[src/rtl/ewrapper_tx_pkg.sv]
// Shared constants, FSM state type and a width helper for the TX slot scheduler.
package ewrapper_tx_pkg;

  localparam int SLOT_CYCLES = 4;
  localparam bit IDLE_WORD   = 1'b0;

  typedef enum logic {
    IDLE = 1'b0,
    SEND = 1'b1
  } state_t;

  // Minimum number of bits to hold values 0..n-1 (at least 1).
  function automatic int clog2(input int n);
    int r;
    r = 1;
    for (int i = 1; i < 31; i++) begin
      if ((1 << i) < n) r = i + 1;
    end
    return r;
  endfunction

endpackage

[src/rtl/ewrapper_rr_arb.sv]
// Combinational round-robin picker: first requester at or after ptr wins.
module ewrapper_rr_arb #(
  parameter int NREQ = 3,
  parameter int IW   = 2
) (
  input  logic [NREQ-1:0] req,
  input  logic [IW-1:0]   ptr,
  output logic [NREQ-1:0] grant,
  output logic [IW-1:0]   idx,
  output logic            any
);

  logic [IW-1:0] j;

  always_comb begin
    grant = '0;
    idx   = '0;
    any   = 1'b0;
    j     = '0;
    // Walk from the farthest offset down so the nearest requester is assigned last.
    for (int k = NREQ - 1; k >= 0; k--) begin
      j = IW'((int'(ptr) + k) % NREQ);
      if (req[j]) begin
        grant    = '0;
        grant[j] = 1'b1;
        idx      = j;
        any      = 1'b1;
      end
    end
  end

endmodule

[src/rtl/ewrapper_tx_slot_sched.sv]
// Packet-granular round-robin scheduler presenting one word per 4-cycle serializer slot.
module ewrapper_tx_slot_sched
  import ewrapper_tx_pkg::*;
#(
  parameter  int NREQ      = 3,
  parameter  int DW        = 72,
  parameter  int MAX_BEATS = 16,
  localparam int IW        = clog2(NREQ),
  localparam int BW        = clog2(MAX_BEATS + 1)
) (
  input  logic               txo_lclk,
  input  logic               reset,
  input  logic               slot_sync,
  input  logic               tx_wait_in,
  input  logic [NREQ-1:0]    req_valid,
  input  logic [NREQ-1:0]    req_last,
  input  logic [NREQ*DW-1:0] req_data,
  output logic [NREQ-1:0]    req_ready,
  output logic [DW-1:0]      data_out,
  output logic               frame_out,
  output logic [IW-1:0]      grant_id,
  output logic               busy,
  output logic               err_underrun,
  output logic               err_overlen
);

  logic [1:0]      slot_cnt;
  logic            tick;
  logic            wait_m, wait_s;
  state_t          state, state_nxt;
  logic [IW-1:0]   ptr, ptr_nxt;
  logic [BW-1:0]   beat_cnt, beat_nxt;
  logic [NREQ-1:0] arb_grant;
  logic [IW-1:0]   arb_idx;
  logic            arb_any;
  logic [IW-1:0]   sel;
  logic            xfer, underrun, ovl;

  ewrapper_rr_arb #(.NREQ(NREQ), .IW(IW)) u_arb (
    .req   (req_valid),
    .ptr   (ptr),
    .grant (arb_grant),
    .idx   (arb_idx),
    .any   (arb_any)
  );

  // A realign pulse always starts a new slot, even mid-slot.
  assign tick = ~reset & (slot_sync | (slot_cnt == 2'(SLOT_CYCLES - 1)));
  assign busy = (state == SEND);

  always_comb begin
    state_nxt = state;
    ptr_nxt   = ptr;
    beat_nxt  = beat_cnt;
    req_ready = '0;
    sel       = grant_id;
    xfer      = 1'b0;
    underrun  = 1'b0;
    ovl       = 1'b0;
    if (tick) begin
      if (state == IDLE) begin
        if (arb_any && !wait_s) begin
          sel       = arb_idx;
          xfer      = 1'b1;
          req_ready = arb_grant;
          beat_nxt  = BW'(1);
        end
      end else if (req_valid[grant_id]) begin
        xfer                = 1'b1;
        req_ready[grant_id] = 1'b1;
        beat_nxt            = beat_cnt + BW'(1);
      end else begin
        underrun = 1'b1;
      end
      if (xfer) begin
        if (req_last[sel] || beat_nxt == BW'(MAX_BEATS)) begin
          state_nxt = IDLE;
          ptr_nxt   = (sel == IW'(NREQ - 1)) ? '0 : sel + IW'(1);
          ovl       = ~req_last[sel];
        end else begin
          state_nxt = SEND;
        end
      end
    end
  end

  always_ff @(posedge txo_lclk or posedge reset) begin
    if (reset) begin
      slot_cnt     <= '0;
      wait_m       <= 1'b0;
      wait_s       <= 1'b0;
      state        <= IDLE;
      ptr          <= '0;
      beat_cnt     <= '0;
      data_out     <= '0;
      frame_out    <= 1'b0;
      grant_id     <= '0;
      err_underrun <= 1'b0;
      err_overlen  <= 1'b0;
    end else begin
      slot_cnt     <= tick ? 2'd0 : slot_cnt + 2'd1;
      wait_m       <= tx_wait_in;
      wait_s       <= wait_m;
      state        <= state_nxt;
      ptr          <= ptr_nxt;
      beat_cnt     <= beat_nxt;
      err_underrun <= underrun;
      err_overlen  <= ovl;
      // Word and frame are held for the whole slot.
      if (tick) begin
        data_out  <= xfer ? req_data[int'(sel)*DW +: DW] : {DW{IDLE_WORD}};
        frame_out <= xfer;
        if (xfer) grant_id <= sel;
      end
    end
  end

endmodule

[config.mk]
export PLATFORM = sky130hd
export DESIGN_NAME = ewrapper_tx_slot_sched
export DESIGN_NICKNAME = d
export VERILOG_FILES = /design/src/rtl/ewrapper_tx_pkg.sv /design/src/rtl/ewrapper_rr_arb.sv /design/src/rtl/ewrapper_tx_slot_sched.sv
export SDC_FILE = /design/constraint.sdc
export NUM_CORES = 1
export LEC_CHECK = 0
export BUFFER_PORTS_ARGS = -buffer_cell sky130_fd_sc_hd__buf_2
export CELL_PAD_IN_SITES_DETAIL_PLACEMENT = 1
export CELL_PAD_IN_SITES_GLOBAL_PLACEMENT = 2
export CORE_MARGIN = 3
export CORE_UTILIZATION = 25
export CTS_CLUSTER_DIAMETER = 120
export CTS_CLUSTER_SIZE = 40
export DETAILED_ROUTE_END_ITERATION = 10
export PLACE_DENSITY_LB_ADDON = 0.08
export SYNTH_ARGS = -nofsm -noshare
export SYNTH_HDL_FRONTEND = slang
export SYNTH_HIERARCHICAL = 1
export SYNTH_SLANG_ARGS = --single-unit
[constraint.sdc]
create_clock -name txo_lclk -period 3.3 [get_ports txo_lclk]
set_clock_uncertainty 0.1 [all_clocks]
set_input_delay 0.66 -clock txo_lclk [delete_from_list [all_inputs] [get_ports txo_lclk]]
set_output_delay 0.66 -clock txo_lclk [all_outputs]
set_load 0.01 [all_outputs]
==> metrics.txt, run 1 <==
RR Endpoint=data_out[21]$_DFFE_PP0N_; Post-Synthesis Net Count=716; Tmin final=3.09 ns; synth unique cells=56; endpoints failing setup=0; M2 GR Usage=0.324; GP Congestion=0.819; Port-buffer cells=306; final-report max-slew violation count=0; worst setup path class=reg -> out; clock net sink count=89; CTS tree=yes; first-pass GRT wire length=32,400 um; Comb power frac=0.517; WP buf/inv=3; critical path capture point type=output port; endpoints failing hold=0; DR pass1 iterations=5; Starting Density=0.258; DR vias/cell=4.88; clock slew at reported path FFs=0.07 ns; CP cell instances=inv_2, ha_4, nand2b_1, buf_4, o22ai_2, mux2_2, a22oi_1, nor2_1, buf_2; Syn Area/Cell=10.5 um^2; RSZ-0062 raised after global routing=false; global routing usage on met3=0.0570; sequential share of power=0.300; GRT Overall Usage=0.189; TritonCTS Buffers=9; antenna-violating nets left=0; Die Y=149 um; Max-Slew Margin vs Limit=0.307; Switching Fraction=0.403; Max Fclk=323 MHz; die width=149 um; post-synthesis instance total=484; largest net degree at the start of global routing=80; clock share of power=0.183; worst setup margin=0.207 ns; worst-path maximum fanout=7; register area share after synthesis=0.438; clk buf depth=2; delay-heaviest family, CP=flip-flops; Place WS=0.0345 ns; Required @ worst endpoint=2.54 ns; Int Power=3.56 mW; grt total ovfl=0; Cell Pwr Density=807 nW/um^2; worst reg2reg path depth=13; sw power=2.40 mW; gr busiest metal=met2; met1 layer usage reported by global route=0.227; routed len/inst=19.9 um; Critical R2R Launch=ptr[0]$_DFFE_PP0P_; floorplan row count=51; Critical Path AT=2.33 ns; EDFF count, synth=0; Syn Std Cell Area=5080 um^2; drt drc=0; Core Region=19,700 um^2; Yosys reg bits=89; vias in the first global route=5,689; Layout Utilization=0.375; layout cell share with drive strength beyond 1=0.477; placed wire-length estimate=16,600 um; CP max stage cell=dfrtp_1; Fill cells=2,357; launch point of the critical path=ptr[0]$_DFFE_PP0P_; VDD IR max=0.261 mV; main flop type after synthesis=dfrtp_1; Design Power=5.96 mW; via count=5,187; I/O pins=307; Post-synth ARST share=1.00; largest stage delay on the critical path=0.41 ns; P_leak=3.96 nW; Reg2Reg Setup Slack=0.27 ns; insertion delay to the later sink of the worst-skew pair=0.35 ns; CTS H-Tree Depth=3; nets@finish=1,023; Slew @ Worst Pin=1.03 ns; worst hold path class=reg -> reg; Tcrit/Tclk final=0.937; initial antenna violation count=4; cts hold-fix bufs=0; final WL=21,200 um; Startpoint Class=register; drt initial violations=244; status=finished clean; Clock Tree Root=clkbuf_16; Area Overhead vs Synth=45.4%; final hold slack=0.250 ns; Critical Path Stages=9; commonest non-fill, non-tap cells in the layout=306 x buf_2, 88 x dfrtp_1, 80 x mux2i_1; MaxCap Viol Count=0; yosys warns=6; die area=22,100 um^2; most common cell after layout, fill and taps aside=buf_2; setup TNS=0 ns; crit path to=req_ready[2]
[Yosys cell counts (all sizes together), types with 2 or more instances]
| cell | count | area (um^2) |
|---|---|---|
| nand2b | 8 | 50.1 |
| dfrtp | 89 | 2230 |
| a31o | 2 | 17.5 |
| a22oi | 74 | 556 |
| nand3 | 3 | 15.0 |
| inv | 12 | 45.0 |
| a21oi | 7 | 42.5 |
| nand2 | 13 | 56.3 |
| nor2b | 5 | 31.3 |
| o22ai | 4 | 31.3 |
| o21ai | 82 | 410 |
| nor2 | 14 | 52.6 |
| nor3b | 2 | 26.3 |
| o31ai | 3 | 32.5 |
| nor3 | 4 | 25.0 |
| mux2 | 2 | 22.5 |
| o211ai | 2 | 15.0 |
| nand3b | 4 | 30.0 |
| mux2i | 85 | 888 |
| nor4bb | 2 | 20.0 |
| ha | 6 | 75.1 |
| clkbuf | 15 | 56.3 |
| a211oi | 2 | 20.0 |
| buf | 24 | 179 |
[layer usage]
| layer | wire [um] | vias to the layer above | share of wire |
|---|---|---|---|
| li1 | - | 2443 | - |
| met1 | 8370 | 2512 | 0.40 |
| met2 | 10700 | 200 | 0.51 |
| met3 | 1640 | 28 | 0.077 |
| met4 | 413 | 4 | 0.020 |
| met5 | 27 | - | 0.0013 |
[worst min path at each step]
stage | from | to | depth (start not counted)
3_5_place_dp | wait_m$_DFF_PP0_ | wait_s$_DFF_PP0_ | 0
4_1_cts | wait_m$_DFF_PP0_ | wait_s$_DFF_PP0_ | 0
3_3_place_gp | wait_m$_DFF_PP0_ | wait_s$_DFF_PP0_ | 0
2_1_floorplan | wait_m$_DFF_PP0_ | wait_s$_DFF_PP0_ | 0
6_report | wait_m$_DFF_PP0_ | wait_s$_DFF_PP0_ | 0
5_1_grt | wait_m$_DFF_PP0_ | wait_s$_DFF_PP0_ | 0
[stage by stage]
stage                     cells  cell area, um^2
final                      1063             7390
after global routing       1063             7390
after CTS                  1060             7350
after detailed placement   1043             7030
after global placement     1043             7030
after floorplan             484             5080
[registers in the layout, summed over array words and instances, names as in the netlist, 2 cells and up]
name      count
slot_cnt      2
beat_cnt      5
ptr           2
data_out     72
grant_id      2
[cells by family (layout without fill, tap and decap cells)]
group | Yosys count | in the layout | share of synthesized area
simple gates | 63 | 63 | 0.0711
xor+xnor | 1 | 1 | 0.00172
flops | 89 | 89 | 0.438
mux | 87 | 87 | 0.179
buf+inv | 51 | 363 | 0.0551
compound gates | 187 | 187 | 0.240
other cells | 0 | 2 | 0
fa+ha+maj | 6 | 6 | 0.0148
[repair_timing]
item,CTS,global route
setup endpoints to repair,3,54
setup buffers,1,1
resized for setup,1,9
[power groups by stage]
stage | Clock [mW] | Sequential [mW] | Combinational (mW)
finish | 1.09 | 1.79 | 3.08
global route | 1.18 | 1.85 | 3.40
detailed placement | 0 | 1.79 | 3.08
global placement | 0 | 1.78 | 3.01
CTS | 1.13 | 1.79 | 3.09
floorplan | 0 | 1.89 | 1.78
[cell type report]
type                       instances  area (um^2)  share of cell area
multi-input combinational        344         2640               0.357
inverter                          12         47.5             0.00643
clock inverter                     5         61.3             0.00830
tap                              265          332              0.0449
clock buffer                      11          253              0.0342
antenna                            2         5.00            0.000677
timing repair buffer             335         1830               0.247
sequential                        89         2230               0.302
(Power assumes the default switching activity.)
==> run 2, diff against run 1 <==
--- a/config.mk
+++ b/config.mk
@@ -13,7 +13,7 @@
 export CTS_CLUSTER_DIAMETER = 120
 export CTS_CLUSTER_SIZE = 40
 export DETAILED_ROUTE_END_ITERATION = 10
-export PLACE_DENSITY_LB_ADDON = 0.08
+export PLACE_DENSITY = 0.91
 export SYNTH_ARGS = -nofsm -noshare
 export SYNTH_HDL_FRONTEND = slang
 export SYNTH_HIERARCHICAL = 1
==> run 2 against run 1 <==
  * Clock-buffer cell count shrank 1
  * Sequential power is essentially flat
  * Maximum frequency shrank 2.2%
  * Largest cell class unchanged
  * Critical path depth is the same
  * Die area is the same
  * Sequential cell count is the same
  * Setup slack lost 0.068 ns
  * Via count grew 0.40%
  * Cell area shrank 0.14%
  * Critical endpoint is now req_ready[0]
==> metrics.txt, run 2 (synthesis gave the netlist of run 1 again) <==
clock net sink count=89 (unchanged); placed wire-length estimate=15,300 um (-7.5%); Ant. Diodes=0 (-2); largest net degree at the start of global routing=53 (-34%); VDD IR max=0.235 mV (-9.7%); worst hold path class=reg -> reg; P_leak=3.96 nW (about the same); hold worst-path end=wait_s$_DFF_PP0_; commonest non-fill, non-tap cells in the layout=306 x buf_2, 88 x dfrtp_1, 81 x mux2i_1; Design Power=5.88 mW (-1.4%); nets@finish=1,020 (-0.29%); endpoints failing hold=0 (unchanged); Switching Fraction=0.411 (+0.00883); worst reg2reg path depth=11 (-2); worst setup path class=reg -> out; Tcrit/Tclk final=0.958 (+0.0206); vias in the first global route=5,527 (-2.8%); MaxCap Viol Count=0 (unchanged); Biggest register=data_out; layout cell share with drive strength beyond 1=0.478 (+0.000545); DR pass1 iterations=4 (-1); clock share of power=0.169 (-0.014); Starting Density=0.258 (unchanged); setup TNS=0 ns (unchanged); area of the multi-input gates=2650 um^2 (+0.66%); biggest regs=data_out: 72 flops, beat_cnt: 5 flops; Int Power=3.46 mW (-2.9%); drt drc=0 (unchanged); drt initial violations=200 (-18%); initial antenna violation count=0 (-4); critical path capture point type=output port; worst-path maximum fanout=7 (unchanged); most common cell after layout, fill and taps aside=buf_2; Hold Startpoint=wait_m$_DFF_PP0_; Reg2Reg Setup Slack=0.14 ns (-0.13 ns); endpoints failing setup=0 (unchanged); register area=2230 um^2 (unchanged); Critical R2R Launch=ptr[1]$_DFFE_PP0P_; Slew @ Worst Pin=1.05 ns (+0.0262 ns); die area=22,100 um^2 (unchanged); Startpoint Class=register; routed len/inst=18.9 um (-4.9%); Cell Pwr Density=796 nW/um^2 (-1.3%); Required @ worst endpoint=2.54 ns (about the same); Comb power frac=0.527 (+0.010); DR vias/cell=4.92 (+0.88%); Fill cells=2,333 (-1.0%); floorplan row count=51 (unchanged); I/O pins=307 (unchanged); M2 GR Usage=0.308 (-0.0159); via count=5,208 (+0.40%); Port-buffer cells=306 (unchanged); TritonCTS Buffers=9 (unchanged); Max Fclk=316 MHz (-2.2%); Clock Tree Root=clkbuf_16; Tmin final=3.16 ns (+0.0681 ns); Max-Slew Margin vs Limit=0.295 (-0.0114); Critical Path AT=2.40 ns (+0.07 ns); gr busiest metal=met2; RR Endpoint=ptr[0]$_DFFE_PP0P_; sw power=2.42 mW (+0.77%); GRT Overall Usage=0.175 (-0.0141); antenna-violating nets left=0 (unchanged); clk buf depth=2 (unchanged); final-report max-slew violation count=0 (unchanged); sequential share of power=0.303 (+0.003); status=finished clean; die width=149 um (unchanged); clock slew at reported path FFs=0.07 ns (about the same); final WL=20,000 um (-5.4%); CTS H-Tree Depth=3 (unchanged); first-pass GRT wire length=30,300 um (-6.7%); GP Congestion=0.814 (-0.55%); Core Region=19,700 um^2 (unchanged); global routing usage on met3=0.0503 (-0.00670); met1 layer usage reported by global route=0.210 (-0.0172); insertion delay to the later sink of the worst-skew pair=0.34 ns (about the same); CTS tree=yes; max reg flops=72 (unchanged); Die Y=149 um (unchanged); hold depth=0 (unchanged); grt total ovfl=0 (unchanged); Area Overhead vs Synth=45.2%
## run 2: changes by cell type in the layout (fill, tap and decap cells not counted), moves of 2 or more
| cell | previous run | this run |
|---|---|---|
| buf_4 | 22 | 17 |
| diode_2 | 2 | 0 |
| buf_12 | 6 | 9 |
| clkinv_4 | 0 | 2 |
| clkbuf_8 | 2 | 0 |
| clkinvlp_4 | 3 | 0 |
## run 2: area by class of cell
type / count / area share
sequential: 89 / 0.302
multi-input combinational: 344 / 0.360
tap: 265 / 0.0449
clock buffer: 10 / 0.0310
inverter: 12 / 0.00644
timing repair buffer: 332 / 0.249
clock inverter: 6 / 0.00695
## run 2: worst max-delay path by stage
stage | from | endpoint | slack, ns | cells after the start
after detailed placement | ptr[0]$_DFFE_PP0P_ | data_out[33]$_DFFE_PP0N_ | -0.03 | 10
after global placement | ptr[0]$_DFFE_PP0P_ | data_out[31]$_DFFE_PP0N_ | 0.09 | 10
after CTS | ptr[1]$_DFFE_PP0P_ | req_ready[0] | 0.009 | 11
final | ptr[1]$_DFFE_PP0P_ | req_ready[0] | 0.14 | 9
after floorplan | reset | beat_cnt[0]$_DFFE_PP0N_ | 0.23 | 1
after global routing | ptr[0]$_DFFE_PP0P_ | req_ready[0] | -0.04 | 10
## run 2: through the flow
stage / utilization / std cells / setup WS, ns / hold WS [ns] / area (um^2)
floorplan: - / 484 / 0.233 / 0.231 / 5080
global placement: 0.356 / 1036 / 0.0859 / 0.235 / 7020
detailed placement: 0.356 / 1036 / -0.0344 / 0.241 / 7020
CTS: 0.373 / 1054 / 0.00912 / 0.259 / 7350
global route: 0.374 / 1058 / -0.0401 / 0.285 / 7380
finish: 0.374 / 1058 / 0.139 / 0.258 / 7380
## run 2: timing repair
item	4_1_cts	5_1_grt
hold buffers	0	0
setup buffers	2	5
endpoints found under the setup margin	9	9
endpoints found under the hold margin	0	0
resized for setup	7	7
pin swaps	0	2
## run 2: layer usage
| metal | vias to the layer above | share of wire |
|---|---|---|
| met5 | - | 0 |
| met4 | 0 | 0.016 |
| met3 | 28 | 0.075 |
| met2 | 219 | 0.50 |
| met1 | 2522 | 0.41 |
| li1 | 2439 | - |
## run 2: power groups by stage
stage	clock [mW]	sequential [mW]	combinational, mW
after global placement	0	1.77	2.95
after CTS	1.04	1.78	3.08
after detailed placement	0	1.79	3.02
after global routing	1.09	1.84	3.39
final	0.996	1.78	3.10
after floorplan	0	1.89	1.78
## run 2: worst max-delay path: stages (launching register included)
cell and delay [ns]:
dfrtp_1 0.43, buf_4 0.16, ha_1 0.28, nor2b_2 0.22, nand2_1 0.08, nand3b_1 0.11
nor3b_4 0.31, a22oi_1 0.14, nor2_1 0.16, buf_2 0.16
==> run 3, diff against run 2 <==
--- a/config.mk
+++ b/config.mk
@@ -5,15 +5,15 @@
 export SDC_FILE = /design/constraint.sdc
 export NUM_CORES = 1
 export LEC_CHECK = 0
-export BUFFER_PORTS_ARGS = -buffer_cell sky130_fd_sc_hd__buf_2
 export CELL_PAD_IN_SITES_DETAIL_PLACEMENT = 1
 export CELL_PAD_IN_SITES_GLOBAL_PLACEMENT = 2
 export CORE_MARGIN = 3
-export CORE_UTILIZATION = 25
+export CORE_UTILIZATION = 30
 export CTS_CLUSTER_DIAMETER = 120
 export CTS_CLUSTER_SIZE = 40
 export DETAILED_ROUTE_END_ITERATION = 10
-export PLACE_DENSITY = 0.91
+export DONT_BUFFER_PORTS = 1
+export PLACE_DENSITY = 0.78
 export SYNTH_ARGS = -nofsm -noshare
 export SYNTH_HDL_FRONTEND = slang
 export SYNTH_HIERARCHICAL = 1
==> run 3 against run 2 <==
  * Clock power shrank 2%
  * Sequential share of layout area increased by 8.7 points
  * Setup slack improved by 0.029 ns
==> metrics.txt, run 3 (synthesis gave the netlist of run 1 again) <==
RR Endpoint=data_out[33]$_DFFE_PP0N_; CP max stage cell=dfrtp_2; Tcrit/Tclk final=0.949 (-0.00870); routed len/inst=25.5 um (+35%); insertion delay to the later sink of the worst-skew pair=0.33 ns (about the same); Int Power=3.08 mW (-11%); first-pass GRT wire length=25,500 um (-16%); CTS tree=yes; TritonCTS Buffers=9 (unchanged); Reg2Reg Setup Slack=0.22 ns (+0.08 ns); GRT Overall Usage=0.181 (+0.00564); largest stage delay on the critical path=0.44 ns (about the same); initial antenna violation count=0 (unchanged); Biggest register=data_out; worst setup path class=reg -> out; worst hold path class=in -> async; met1 layer usage reported by global route=0.219 (+0.00904); gr busiest metal=met2; clock net sink count=89 (unchanged); die area=18,500 um^2 (-16%); Slew @ Worst Pin=0.699 ns (-0.353 ns); commonest non-fill, non-tap cells in the layout=87 x dfrtp_1, 80 x mux2i_1, 73 x a22oi_1; biggest regs=data_out: 72 flops, beat_cnt: 5 flops; VDD IR max=0.237 mV (+0.79%); endpoints failing setup=0 (unchanged); Port-buffer cells=0 (-100%); CTS H-Tree Depth=3 (unchanged); antenna-violating nets left=0 (unchanged); sw power=2.27 mW (-6.2%); crit path to=req_ready[0]; Max Fclk=319 MHz (+0.92%); GP Congestion=0.855 (+5.0%); Required @ worst endpoint=2.54 ns (about the same); clk buf depth=2 (unchanged); vias in the first global route=4,595 (-17%); drt initial violations=174 (-13%); P_leak=2.63 nW (-34%); worst setup margin=0.167 ns (+0.0287 ns); die width=136 um (-8.4%); floorplan row count=46 (-9.8%); clock slew at reported path FFs=0.07 ns (about the same); worst reg2reg path depth=13 (+2); DR pass1 iterations=5 (+1); DR vias/cell=5.94 (+21%); Starting Density=0.313 (+0.0554); Ant. Diodes=0 (unchanged); global routing usage on met3=0.0385 (-0.0118); Cell Pwr Density=932 nW/um^2 (+17%); Tmin final=3.13 ns (-0.0287 ns); nets@finish=713 (-30%); Area Overhead vs Synth=12.8%; CP cell instances=inv_1, ha_4, mux2i_4, o22ai_1, a21oi_2, nand3b_1, nor3b_4, a22oi_1, nor2_2; layout cell share with drive strength beyond 1=0.148 (-0.330); worst-path maximum fanout=7 (unchanged); Place WS=-0.0274 ns (+0.00704 ns); Comb power frac=0.430 (-0.097); Fill cells=1,799 (-23%); Max-Slew Margin vs Limit=0.534 (+0.238); Startpoint Class=register; status=finished clean; sequential share of power=0.387 (+0.084); M2 GR Usage=0.316 (+0.00770); final WL=17,900 um (-11%); placed wire-length estimate=13,600 um (-11%); Switching Fraction=0.424 (+0.0129); final-report max-slew violation count=0 (unchanged); Critical Path Stages=9 (unchanged); largest net degree at the start of global routing=59 (+11%); cts hold-fix bufs=0 (unchanged); Core Region=16,200 um^2 (-18%); launch point of the critical path=ptr[0]$_DFFE_PP0P_; critical path capture point type=output port; WP buf/inv=1 (-1); delay-heaviest family, CP=compound AO/OA/AOI/OAI gates; Layout Utilization=0.353 (-0.0210); MaxCap Viol Count=0 (unchanged); I/O pins=307 (unchanged); Critical Path AT=2.37 ns (-0.03 ns); max reg flops=72 (unchanged); via count=4,170 (-20%); most common cell after layout, fill and taps aside=dfrtp_1; Critical R2R Launch=ptr[0]$_DFFE_PP0P_; grt total ovfl=0 (unchanged); Die Y=136 um (-8.4%); clock share of power=0.183 (+0.014); Clock Tree Root=clkbuf_16; drt drc=0 (unchanged); endpoints failing hold=0 (unchanged)
==> run 3: cell count changes in the layout (fill, tap and decap cells not counted), sizes merged <==
cell and change:
clkinv -2, clkinvlp +2, buf -307
==> run 3: worst min path at each step <==
stage	to	slack (ns)	cells after the start
finish	slot_cnt[0]$_DFF_PP0_	0.10	1
global route	slot_cnt[0]$_DFF_PP0_	0.12	1
CTS	slot_cnt[0]$_DFF_PP0_	0.1	1
detailed placement	wait_s$_DFF_PP0_	0.24	0
global placement	wait_s$_DFF_PP0_	0.24	0
floorplan	wait_s$_DFF_PP0_	0.23	0
==> run 3: timing repair <==
action	CTS	global route
resized for setup	2	12
setup endpoints to repair	10	76
pin swaps	0	1
buffers inserted	2	0
==> run 3: routing by layer <==
metal | wire length [um] | share of wire
met3 | 1180 | 0.066
met5 | 0 | 0
met2 | 9400 | 0.53
met1 | 7020 | 0.39
met4 | 302 | 0.017
==> run 3: area by class of cell <==
cell class              instances  area, um^2  share of cell area
flip-flops and latches         89        2230               0.389
repair buffers                 25         254              0.0443
multi-input cells             344        2660               0.463
well taps                     216         270              0.0471
inverters                      12        47.5             0.00829
clock inverters                 6        48.8             0.00851
clock buffers                  10         229              0.0399
==> run 3: power by group through the flow <==
| stage | combinational, mW | clock, mW | sequential, mW |
|---|---|---|---|
| floorplan | 1.78 | 0 | 1.89 |
| global placement | 2.11 | 0 | 2.07 |
| detailed placement | 2.23 | 0 | 2.08 |
| CTS | 2.25 | 1.01 | 2.07 |
| global route | 2.52 | 1.06 | 2.12 |
| finish | 2.30 | 0.981 | 2.07 |
==> run 3: through the flow <==
step           hold slack, ns  area, um^2  power (mW)  std cells  setup TNS [ns]
6_report                0.102        5730        5.35        702               0
5_1_grt                 0.121        5730        5.70        702        -0.00522
4_1_cts                0.0991        5690        5.34        702               0
3_5_place_dp            0.239        5390        4.31        684         -0.0274
3_3_place_gp            0.238        5390        4.18        684               0
2_1_floorplan           0.231        5080        3.66        484               0
